===== config.mk =====
export PLATFORM = sky130hd
export DESIGN_NAME = alu_instr_sequencer
export DESIGN_NICKNAME = d
export VERILOG_FILES = /design/src/rtl/alu_instr_sequencer.sv
export SDC_FILE = /design/constraint.sdc
export NUM_CORES = 1
export LEC_CHECK = 0
export BUFFER_PORTS_ARGS = -buffer_cell sky130_fd_sc_hd__buf_2
export CORE_MARGIN = 2
export CORE_UTILIZATION = 25
export DETAILED_ROUTE_END_ITERATION = 7
export PLACE_DENSITY = 0.46
export SYNTH_ARGS = -nofsm -noshare
export SYNTH_HDL_FRONTEND = slang
export SYNTH_SLANG_ARGS = --single-unit

===== constraint.sdc =====
create_clock -name clk -period 3.05 [get_ports clk]
set_clock_uncertainty 0.2 [all_clocks]
set_input_delay 0.61 -clock clk [delete_from_list [all_inputs] [get_ports clk]]
set_output_delay 0.61 -clock clk [all_outputs]
set_load 0.01 [all_outputs]

===== src/rtl/alu_instr_sequencer.sv =====
// alu_instr_sequencer: multi-cycle controller sequencing a 4-bit ALU over a 4x4 register file
//   clk, rst_n (async, active-low)
//   in_valid/in_ready/instr[8:0] : instruction handshake ({op, rd, rs, rt})
//   cfg_we/cfg_addr/cfg_data      : register-file load, honoured only in IDLE
//   out_valid/out_ready/out_data/out_rd : result handshake
//   busy, dbg_addr/dbg_data       : status and combinational register-file peek
//   Optional ALU_SEQ_STATS_EN adds retired_cnt[7:0] and zero_flag.

module Decode_And_Execute (
    input  logic [3:0] rs,
    input  logic [3:0] rt,
    input  logic [2:0] sel,
    output logic [3:0] rd
);
    always_comb
        rd = sel == 3'd0 ? rs - rt :
             sel == 3'd1 ? rs + rt :
             sel == 3'd2 ? rs | rt :
             sel == 3'd3 ? rs & rt :
             sel == 3'd4 ? {rt[3], rt[3:1]} :
             sel == 3'd5 ? {rs[2:0], rs[3]} :
             sel == 3'd6 ? {3'b000, rs < rt} :
                           {3'b111, rs == rt};
endmodule

module alu_instr_sequencer #(
    parameter int         EXEC_CYCLES  = 1,
    parameter logic [3:0] RF_RESET_VAL = 4'h0
) (
    input  logic       clk,
    input  logic       rst_n,
    input  logic       in_valid,
    output logic       in_ready,
    input  logic [8:0] instr,
    input  logic       cfg_we,
    input  logic [1:0] cfg_addr,
    input  logic [3:0] cfg_data,
    output logic       out_valid,
    input  logic       out_ready,
    output logic [3:0] out_data,
    output logic [1:0] out_rd,
    output logic       busy,
    input  logic [1:0] dbg_addr,
`ifdef ALU_SEQ_STATS_EN
    output logic [7:0] retired_cnt,
    output logic       zero_flag,
`endif
    output logic [3:0] dbg_data
);
    typedef enum logic [1:0] {IDLE, READ, EXEC, DONE} state_t;

    state_t     state_q, state_d;
    logic [2:0] op_q, op_d;
    logic [1:0] rd_q, rd_d, rs_q, rs_d, rt_q, rt_d;
    logic [3:0] a_q, a_d, b_q, b_d;
    logic [3:0] cnt_q, cnt_d;
    logic [3:0] rf_q [4];
    logic [3:0] rf_d [4];
    logic       out_valid_q, out_valid_d;
    logic [3:0] out_data_q, out_data_d;
    logic [1:0] out_rd_q, out_rd_d;
    logic [3:0] alu_res;
`ifdef ALU_SEQ_STATS_EN
    logic [7:0] retired_q, retired_d;
    logic       zero_q, zero_d;
`endif

    Decode_And_Execute u_alu (.rs(a_q), .rt(b_q), .sel(op_q), .rd(alu_res));

    assign in_ready  = state_q == IDLE && !cfg_we;
    assign busy      = state_q != IDLE;
    assign out_valid = out_valid_q;
    assign out_data  = out_data_q;
    assign out_rd    = out_rd_q;
    assign dbg_data  = rf_q[dbg_addr];
`ifdef ALU_SEQ_STATS_EN
    assign retired_cnt = retired_q;
    assign zero_flag   = zero_q;
`endif

    always_comb begin
        state_d     = state_q;
        op_d        = op_q;
        rd_d        = rd_q;
        rs_d        = rs_q;
        rt_d        = rt_q;
        a_d         = a_q;
        b_d         = b_q;
        cnt_d       = cnt_q;
        rf_d        = rf_q;
        out_valid_d = out_valid_q;
        out_data_d  = out_data_q;
        out_rd_d    = out_rd_q;
`ifdef ALU_SEQ_STATS_EN
        retired_d   = retired_q;
        zero_d      = zero_q;
`endif
        case (state_q)
            IDLE: begin
                // A config write takes priority and blocks acceptance this cycle
                if (cfg_we) rf_d[cfg_addr] = cfg_data;
                else if (in_valid) begin
                    op_d    = instr[8:6];
                    rd_d    = instr[5:4];
                    rs_d    = instr[3:2];
                    rt_d    = instr[1:0];
                    state_d = READ;
                end
            end
            READ: begin
                a_d     = rf_q[rs_q];
                b_d     = rf_q[rt_q];
                cnt_d   = 4'(EXEC_CYCLES - 1);
                state_d = EXEC;
            end
            EXEC: begin
                if (cnt_q == 4'd0) begin
                    out_data_d  = alu_res;
                    out_rd_d    = rd_q;
                    out_valid_d = 1'b1;
                    rf_d[rd_q]  = alu_res;
`ifdef ALU_SEQ_STATS_EN
                    zero_d      = alu_res == 4'd0;
`endif
                    state_d     = DONE;
                end else cnt_d = cnt_q - 4'd1;
            end
            DONE: begin
                if (out_ready) begin
                    out_valid_d = 1'b0;
`ifdef ALU_SEQ_STATS_EN
                    retired_d   = retired_q + 8'd1;
`endif
                    state_d     = IDLE;
                end
            end
            default: state_d = IDLE;
        endcase
    end

    always_ff @(posedge clk or negedge rst_n) begin
        if (!rst_n) begin
            state_q     <= IDLE;
            op_q        <= '0;
            rd_q        <= '0;
            rs_q        <= '0;
            rt_q        <= '0;
            a_q         <= '0;
            b_q         <= '0;
            cnt_q       <= '0;
            rf_q        <= '{default: RF_RESET_VAL};
            out_valid_q <= 1'b0;
            out_data_q  <= '0;
            out_rd_q    <= '0;
`ifdef ALU_SEQ_STATS_EN
            retired_q   <= '0;
            zero_q      <= 1'b0;
`endif
        end else begin
            state_q     <= state_d;
            op_q        <= op_d;
            rd_q        <= rd_d;
            rs_q        <= rs_d;
            rt_q        <= rt_d;
            a_q         <= a_d;
            b_q         <= b_d;
            cnt_q       <= cnt_d;
            rf_q        <= rf_d;
            out_valid_q <= out_valid_d;
            out_data_q  <= out_data_d;
            out_rd_q    <= out_rd_d;
`ifdef ALU_SEQ_STATS_EN
            retired_q   <= retired_d;
            zero_q      <= zero_d;
`endif
        end
    end
endmodule


==> results.tsv, run 1 <==
metric	value	unit
outcome	finished, final reports clean	
crit_path_end_kind	register	
worst_r2r_path_depth	7	
synth_xor_area_frac	0.005885	
reg2reg_from	cnt_q[0]	
path_clk_slew	70	ps
synth_top_area_share	0.3867	
power.internal	2.352	mW
drtPass1Iterations	4	
vias	2349	
drc	0	
insertedDiodeCount	0	
core	0.01152	mm^2
fin_crit_sh	0.8748	
cts_max_path_buffers	2	
cap_violations	0	
die_w	113.1	um
worst_slew_margin_rel	0.5931	
p_total	4.048	mW
post-cts-setup-buffers	0	
area_delta_synth_final	16.94	%
ys.flop_type	dfrtp_1	
placed_cell_area	0.003282	mm^2
ys_ff_latch	46	
maxClockFrequency	374.8	MHz
min_path_type	in2async	
core.rowCount	39	
synth_area_leaders	dfrtp_1, mux4_2, ha_1	
clkPwrFrac	0.181	
crit_fanout	16	
grt_pass1_wl	12910	um
n_fill_cell	1220	
worstSetupPathType	reg2reg	
grt_setup_unrepaired	false	
first_global_vias	2467	
synth_edf_count	0	
ctsHoldBuffers	0	
peakVddDrop	335.5	uV
postSynthCellCount	290	
clock_latency	290	ps
power_density	1163	mW/mm^2
slew_viol_final	0	
tightest_slew	610.3	ps
gp_congestion	0.8102	
dieArea	0.01280	mm^2
syn_area	0.002977	mm^2
initial_core_util	0.2585	
h-tree-depth	2	
drive_gt1_frac	0.2384	
setup_tns	0	ps
p_switching	1.696	mW
yosysUniqueCellTypes	49	
synth_top_family_by_area	compound AO/OA/AOI/OAI gates	
synth-simple-area-share	0.1324	
synthMuxAreaShare	0.1463	
multi_input_area	0.001677	mm^2
leakage	1.470	nW
final_cell_area	0.003481	mm^2
regToRegSetupSlack	380	ps
wire_per_inst	16.56	um
numPortBuffers	34	
syn_nets	331	
antenna_found_initial	0	
startpoint_type	register	
grt_max_degree	31	
r2r_end	rf_q[0]	
track_usage	0.1276	
hold_violations	0	
wl	7718	um
synth-compound-area-share	0.1938	
first_iter_violations	100	
switching_share	0.4189	
cts_buffers	5	
power_frac_comb	0.505	
synth_fa_ha_area_frac	0.08491	
cts_resized	0	
grt_overflow	0	
synth.avg_cell_area	10.26	um^2
hpwl	5921	um
critPathRequiredTime	3010	ps
cts_tree	done	
seqCellArea	0.001151	mm^2
setup-violations-final	0	
final_nets	363	
ys_seq_area_frac	0.3867	
io_pins	35	
yosysWarnings	0	
cts-root-buf	clkbuf_16	
antenna_left	0	
p_seq_frac	0.314	
die_y	113.1	um
synth_top_cell_by_area	dfrtp_1	
cp_data_arrival_time	2630	ps
via_per_inst	5.041	
fin_crit	2668	ps
ys_async_sr_fraction	1.000	
clock-sinks	46	
-- how the worst max path moves through the flow --
| stage | from | cells past startpoint | slack, ps | end |
|---|---|---|---|---|
| final | cnt_q[0] | 7 | 380 | rf_q[0] |
| after global routing | cnt_q[0] | 7 | 160 | rf_q[0] |
| after CTS | cnt_q[0] | 7 | 400 | rf_q[0] |
| after detailed placement | cnt_q[0] | 7 | 420 | rf_q[0] |
| after global placement | cnt_q[0] | 7 | 470 | rf_q[6] |
| after floorplan | a_q[0] | 9 | 800 | rf_q[5] |
-- synthesized netlist by cell type (4+ instances only) --
cell and n:
dfrtp_1 46, nand2_1 32, o21ai_0 28, inv_1 22, ha_1 17, mux2_2 12, mux4_2 12, nor2_1 11
a21oi_1 10, nand2b_1 7, nor2b_1 7, o21a_1 6, buf_2 5, a2bb2oi_1 4, a32oi_1 4, clkbuf_1 4
o211ai_1 4, o22ai_1 4, o311ai_0 4
-- metrics by stage --
step | std cells | util | worst slack, ps | hold slack (ps)
finish | 466 | 0.3023 | 381.9 | 47.87
global route | 466 | 0.3023 | 159.9 | 80.94
CTS | 466 | 0.3023 | 402.2 | 65.41
detailed placement | 458 | 0.2850 | 417.3 | 266.3
global placement | 458 | 0.2850 | 467.3 | 263.6
floorplan | 290 | - | 804.7 | 114.4
-- layer usage --
layer | up-vias | wire, um | track usage
li1 | 1134 | - | -
met1 | 1176 | 3626 | 0.1681
met2 | 33 | 3844 | 0.2200
met3 | 6 | 134 | 0.01714
met4 | 0 | 112 | 0.03577
met5 | - | 0 | 0
-- registers in the layout, indices dropped and copies added, names as in the netlist, 3 cells and up --
name and cells:
a_q 4, b_q 4, cnt_q 4, op_q 3, out_data 4, rf_q 16
-- cells by family (layout without fill, tap and decap cells) --
family                     count (synthesis)  after routing
adders and majority gates                 19             19
muxes                                     27             27
xor gates and xnor gates                   2              2
and+or+nand+nor                           78             78
AOI/OAI and AO/OA                         84             84
DFF                                       46             46
buffers and inverters                     34             67
-- critical path: stages (launching register included) --
cell,delay [ps]
dfrtp_1,400
inv_1,70
ha_1,190
or3b_4,430
a211oi_4,570
o21ai_0,350
a32oi_1,230
o21ai_0,110
-- cell usage in the layout (no fill, tap or decap), types with 4 or more instances in the layout --
| cell | instances |
|---|---|
| nand2b_1 | 7 |
| inv_1 | 22 |
| nor2b_1 | 7 |
| nand2_1 | 32 |
| nor2_1 | 11 |
| mux2_2 | 12 |
| ha_1 | 17 |
| o211ai_1 | 4 |
| mux4_2 | 12 |
| o22ai_1 | 4 |
| o311ai_0 | 4 |
| dfrtp_1 | 46 |
| o21ai_0 | 28 |
| buf_2 | 34 |
| a32oi_1 | 4 |
| a2bb2oi_1 | 4 |
| o21a_1 | 6 |
| clkbuf_16 | 5 |
| a21oi_1 | 10 |
-- layout make-up --
class / instances / area share
multi-input combinational: 210 / 0.4817
sequential: 46 / 0.3307
timing repair buffer: 37 / 0.05536
tap: 143 / 0.05140
clock buffer: 6 / 0.03990
inverter: 22 / 0.02372
clock inverter: 2 / 0.01725
-- power groups by stage --
stage                     Combinational [mW]  Clock, mW  Sequential, mW
after floorplan                         1.57          0            1.14
after global placement                  2.04          0            1.28
after detailed placement                2.06          0            1.29
after CTS                               2.06      0.744            1.28
after global routing                    2.29      0.770            1.32
final                                   2.04      0.733            1.27
(Power assumes the default switching activity.)
==> run 2: changes to the inputs <==
- CORE_MARGIN: 2 -> 5
- HOLD_SLACK_MARGIN: unset -> 0.1
- MAX_ROUTING_LAYER: unset -> met4
==> run 2 against run 1 <==
Hold slack improved by 170 ps. Register-to-register slack gained 30 ps. Largest cell class unchanged. Clock power down 24%.
==> results.tsv, run 2 (same netlist as run 1, synthesis figures left out) <==
metric	value	unit
outcome	finished, final reports clean	
grt_pass1_wl	12840	um
area_delta_synth_final	15.22	%
reg2reg_from	cnt_q[0]	
drc	0	
via_per_inst	5.069	
fin_cells	466	
largest_reg_flops	16	
mostFrequentLayoutCells	dfrtp_1, buf_2, nand2_1, o21ai_0, inv_1	
die_y	119.1	um
layout_commonest_cell	dfrtp_1	
regToRegSetupSlack	410	ps
fin_crit	2641	ps
seqCellArea	0.001151	mm^2
cts_resized	0	
core.rowCount	39	
worst_slew_margin_rel	0.5819	
endpoint	rf_q[0]	
hold_violations	0	
initial_core_util	0.2574	
multi_input_area	0.001677	mm^2
cts-root-buf	clkbuf_16	
first_global_vias	2401	
antenna_found_initial	0	
setup_tns	0	ps
maxClockFrequency	378.7	MHz
cap_violations	0	
fin_crit_sh	0.8659	
drtPass1Iterations	4	
grt_setup_unrepaired	false	
dieArea	0.01419	mm^2
wl	7815	um
path_clk_slew	60	ps
io_pins	35	
grt_overflow	0	
clock_latency	290	ps
wire_per_inst	16.77	um
tightest_slew	627.2	ps
power_density	1126	mW/mm^2
drive_gt1_frac	0.2353	
grt_max_degree	47	
antenna_left	0	
n_fill_cell	1167	
clock-sinks	46	
min_path_type	in2async	
insertedDiodeCount	0	
track_usage	0.1172	
ctsHoldBuffers	0	
cts_tree	done	
crit_fanout	16	
h-tree-depth	2	
cts_buffers	5	
hpwl	5944	um
place_inst	458	
post-route-util	0.2965	
gp_congestion	0.8092	
first_iter_violations	102	
vias	2362	
numPortBuffers	34	
worst_r2r_path_depth	7	
peakVddDrop	329.1	uV
critPathRequiredTime	3020	ps
holdWs	214.5	ps
r2r_end	rf_q[0]	
post-cts-setup-buffers	0	
die_w	119.1	um
worstSetupPathType	reg2reg	
crit_start	cnt_q[0]	
startpoint_type	register	
crit_path_end_kind	register	
leakage	1.447	nW
largest-register	rf_q	
cp_data_arrival_time	2610	ps
core	0.01156	mm^2
cts_max_path_buffers	2	
final_nets	363	
slew_viol_final	0	
setup-violations-final	0	
-- run 2: where the power goes --
part / total, mW / leakage [nW] / switching, mW / internal, mW
Sequential: 1.27 / 0.556 / 0.380 / 0.894
Clock: 0.556 / 0.0739 / 0.230 / 0.325
Combinational: 2.03 / 0.818 / 1.06 / 0.970
Total: 3.86 / 1.45 / 1.67 / 2.19
-- run 2: critical path, stage by stage, from the launching register on --
cell and delay (ps):
dfrtp_1 400, inv_1 70, ha_1 180, or3b_4 420, a211oi_4 580, o21ai_0 340, a32oi_1 220, o21ai_0 100
-- run 2: layout make-up --
| type | instances | area share |
|---|---|---|
| flip-flops and latches | 46 | 0.3356 |
| multi-input cells | 210 | 0.4889 |
| repair buffers | 37 | 0.05618 |
| clock inverters | 1 | 0.001459 |
| well taps | 143 | 0.05217 |
| inverters | 22 | 0.02408 |
| clock buffers | 7 | 0.04159 |
-- run 2: worst min path at each step --
stage | start | to | slack (ps)
after floorplan | rst_n | a_q[0] | 110
after global placement | out_data[2] | out_data[2] | 260
after detailed placement | out_data[1] | out_data[1] | 270
after CTS | rst_n | rd_q[0] | 240
after global routing | rst_n | out_rd[0] | 270
final | rst_n | out_rd[0] | 210
-- run 2: per-layer routing --
layer | track usage | up-vias | share of wire
met5 | - | - | 0
met4 | 0.04852 | 0 | 0.020
met3 | 0.01659 | 12 | 0.030
met2 | 0.1900 | 45 | 0.49
met1 | 0.1472 | 1175 | 0.46
li1 | - | 1130 | -
-- run 2: per-stage QoR --
step / area, um^2 / setup slack (ps) / power, mW
after floorplan: 2977 / 804.7 / 2.704
after global placement: 3282 / 451.2 / 3.313
after detailed placement: 3282 / 440.9 / 3.344
after CTS: 3430 / 412.4 / 3.911
after global routing: 3430 / 197.7 / 4.193
final: 3430 / 409.1 / 3.861
==> run 3: changes to the inputs <==
- clock period: 3.05 -> 3.2 ns (I/O delays scaled with it)
==> run 3 against run 2 <==
Die area did not move. Non-clock buffer count did not move. Flip-flop and latch count did not move. Setup slack improved by 98 ps. First-iteration DRC count fell by 44%. Sequential power fell by 5%. Critical path depth did not move.
==> results.tsv, run 3 (same netlist as run 1, synthesis figures left out) <==
metric	value	unit
grt_pass1_wl	12850	um
tightest_slew	609.0	ps
antenna_found_initial	0	
critPathRequiredTime	3160	ps
cts_resized	0	
ctsHoldBuffers	0	
area_delta_synth_final	15.22	%
post-cts-setup-buffers	0	
clock-sinks	46	
path_clk_slew	60	ps
core.rowCount	39	
worst_slew_margin_rel	0.5927	
n_fill_cell	1206	
peakVddDrop	244.7	uV
antenna_left	0	
core	0.01156	mm^2
drtPass1Iterations	4	
largest_reg_flops	16	
p_seq_frac	0.331	
fin_crit	2693	ps
slowest_delay	580	ps
p_total	3.659	mW
first_iter_violations	57	
hold_violations	0	
cts-root-buf	clkbuf_16	
layout_commonest_cell	dfrtp_1	
die_y	119.1	um
cts_max_path_buffers	2	
outcome	finished, final reports clean	
numPortBuffers	34	
grt_max_degree	25	
drc	0	
maxClockFrequency	371.3	MHz
switching_share	0.4308	
grt_overflow	0	
gp_congestion	0.8443	
cap_violations	0	
crit_fanout	16	
cts_tree	done	
vias	2342	
drive_gt1_frac	0.2353	
slew_viol_final	0	
io_pins	35	
mostFrequentLayoutCells	dfrtp_1, buf_2, nand2_1, o21ai_0, inv_1	
hpwl	5994	um
grt_setup_unrepaired	false	
wire_per_inst	16.20	um
crit_family	compound AO/OA/AOI/OAI gates	
crit_buf_inv	1	
clkPwrFrac	0.143	
cts_buffers	5	
crit_path_end_kind	register	
place_ws	555.5	ps
clock_latency	290	ps
holdWs	153.0	ps
final_nets	363	
insertedDiodeCount	0	
setup-violations-final	0	
crit_slowest_cell	a211oi_4	
initial_core_util	0.2574	
min_path_type	in2async	
h-tree-depth	2	
via_per_inst	5.026	
first_global_vias	2438	
setup_tns	0	ps
crit_chain	inv_1 > ha_1 > or3b_4 > a211oi_4 > o21ai_0 > a32oi_1 > o21ai_0	
power_density	1067	mW/mm^2
largest-register	rf_q	
fin_crit_sh	0.8417	
wl	7547	um
power.internal	2.083	mW
die_w	119.1	um
p_switching	1.576	mW
startpoint_type	register	
final_cell_area	0.003430	mm^2
power_frac_comb	0.526	
cp_data_arrival_time	2660	ps
cpMostUsedCell	o21ai_0	
track_usage	0.1161	
dieArea	0.01419	mm^2
placed_cell_area	0.003282	mm^2
worst_slack	506.6	ps
worstSetupPathType	reg2reg	
leakage	1.447	nW
## run 3: cell counts in the layout (fill, tap and decap cells not counted)
Identical to the previous run, type by type.
## run 3: worst reg2reg max path: cells and delay by family (launching register included)
kind	cells	cell delay, ps
buffers and inverters	1	70
AOI/OAI and AO/OA	4	1270
adders and majority gates	1	190
DFF	1	400
and+or+nand+nor	1	430
## run 3: routing by layer
metal | vias up | GRT usage | share of wire
met5 | - | - | 0
met4 | 0 | 0.04634 | 0.025
met3 | 13 | 0.01611 | 0.046
met2 | 53 | 0.1847 | 0.49
met1 | 1144 | 0.1495 | 0.44
li1 | 1132 | - | -
## run 3: path summary, 6_finish.rpt
kind	from	endpoint	slack (ps)	cells after the start
min in group clk	out_data[0]	out_data[0]	280	2
worst min-delay path	rst_n	out_valid	150	1
worst max-delay path	cnt_q[0]	rf_q[3]	510	7
max in group asynchronous	rst_n	rf_q[3]	1900	2
worst min register to register	out_data[0]	out_data[0]	280	2
worst max register to register	cnt_q[0]	rf_q[3]	510	7
## run 3: per-stage QoR
| step | utilization | instances |
|---|---|---|
| 3_5_place_dp | 0.2838 | 458 |
| 5_1_grt | 0.2965 | 466 |
| 2_1_floorplan | - | 290 |
| 6_report | 0.2965 | 466 |
| 3_3_place_gp | 0.2838 | 458 |
| 4_1_cts | 0.2965 | 466 |
## run 3: final cells by class
class	count	area, um^2	share of cell area
Multi-Input combinational cell	210	1677	0.4889
Tap cell	143	178.9	0.05217
Sequential cell	46	1151	0.3356
Inverter	22	82.58	0.02408
Clock inverter	1	5.005	0.001459
Timing Repair Buffer	37	192.7	0.05618
Clock buffer	7	142.6	0.04159
## run 3: power by group through the flow
stage	clock (mW)	sequential [mW]	combinational (mW)
after global routing	0.564	1.27	2.18
after CTS	0.542	1.21	1.94
after detailed placement	0	1.23	1.93
final	0.525	1.21	1.92
after floorplan	0	1.08	1.49
after global placement	0	1.22	1.94
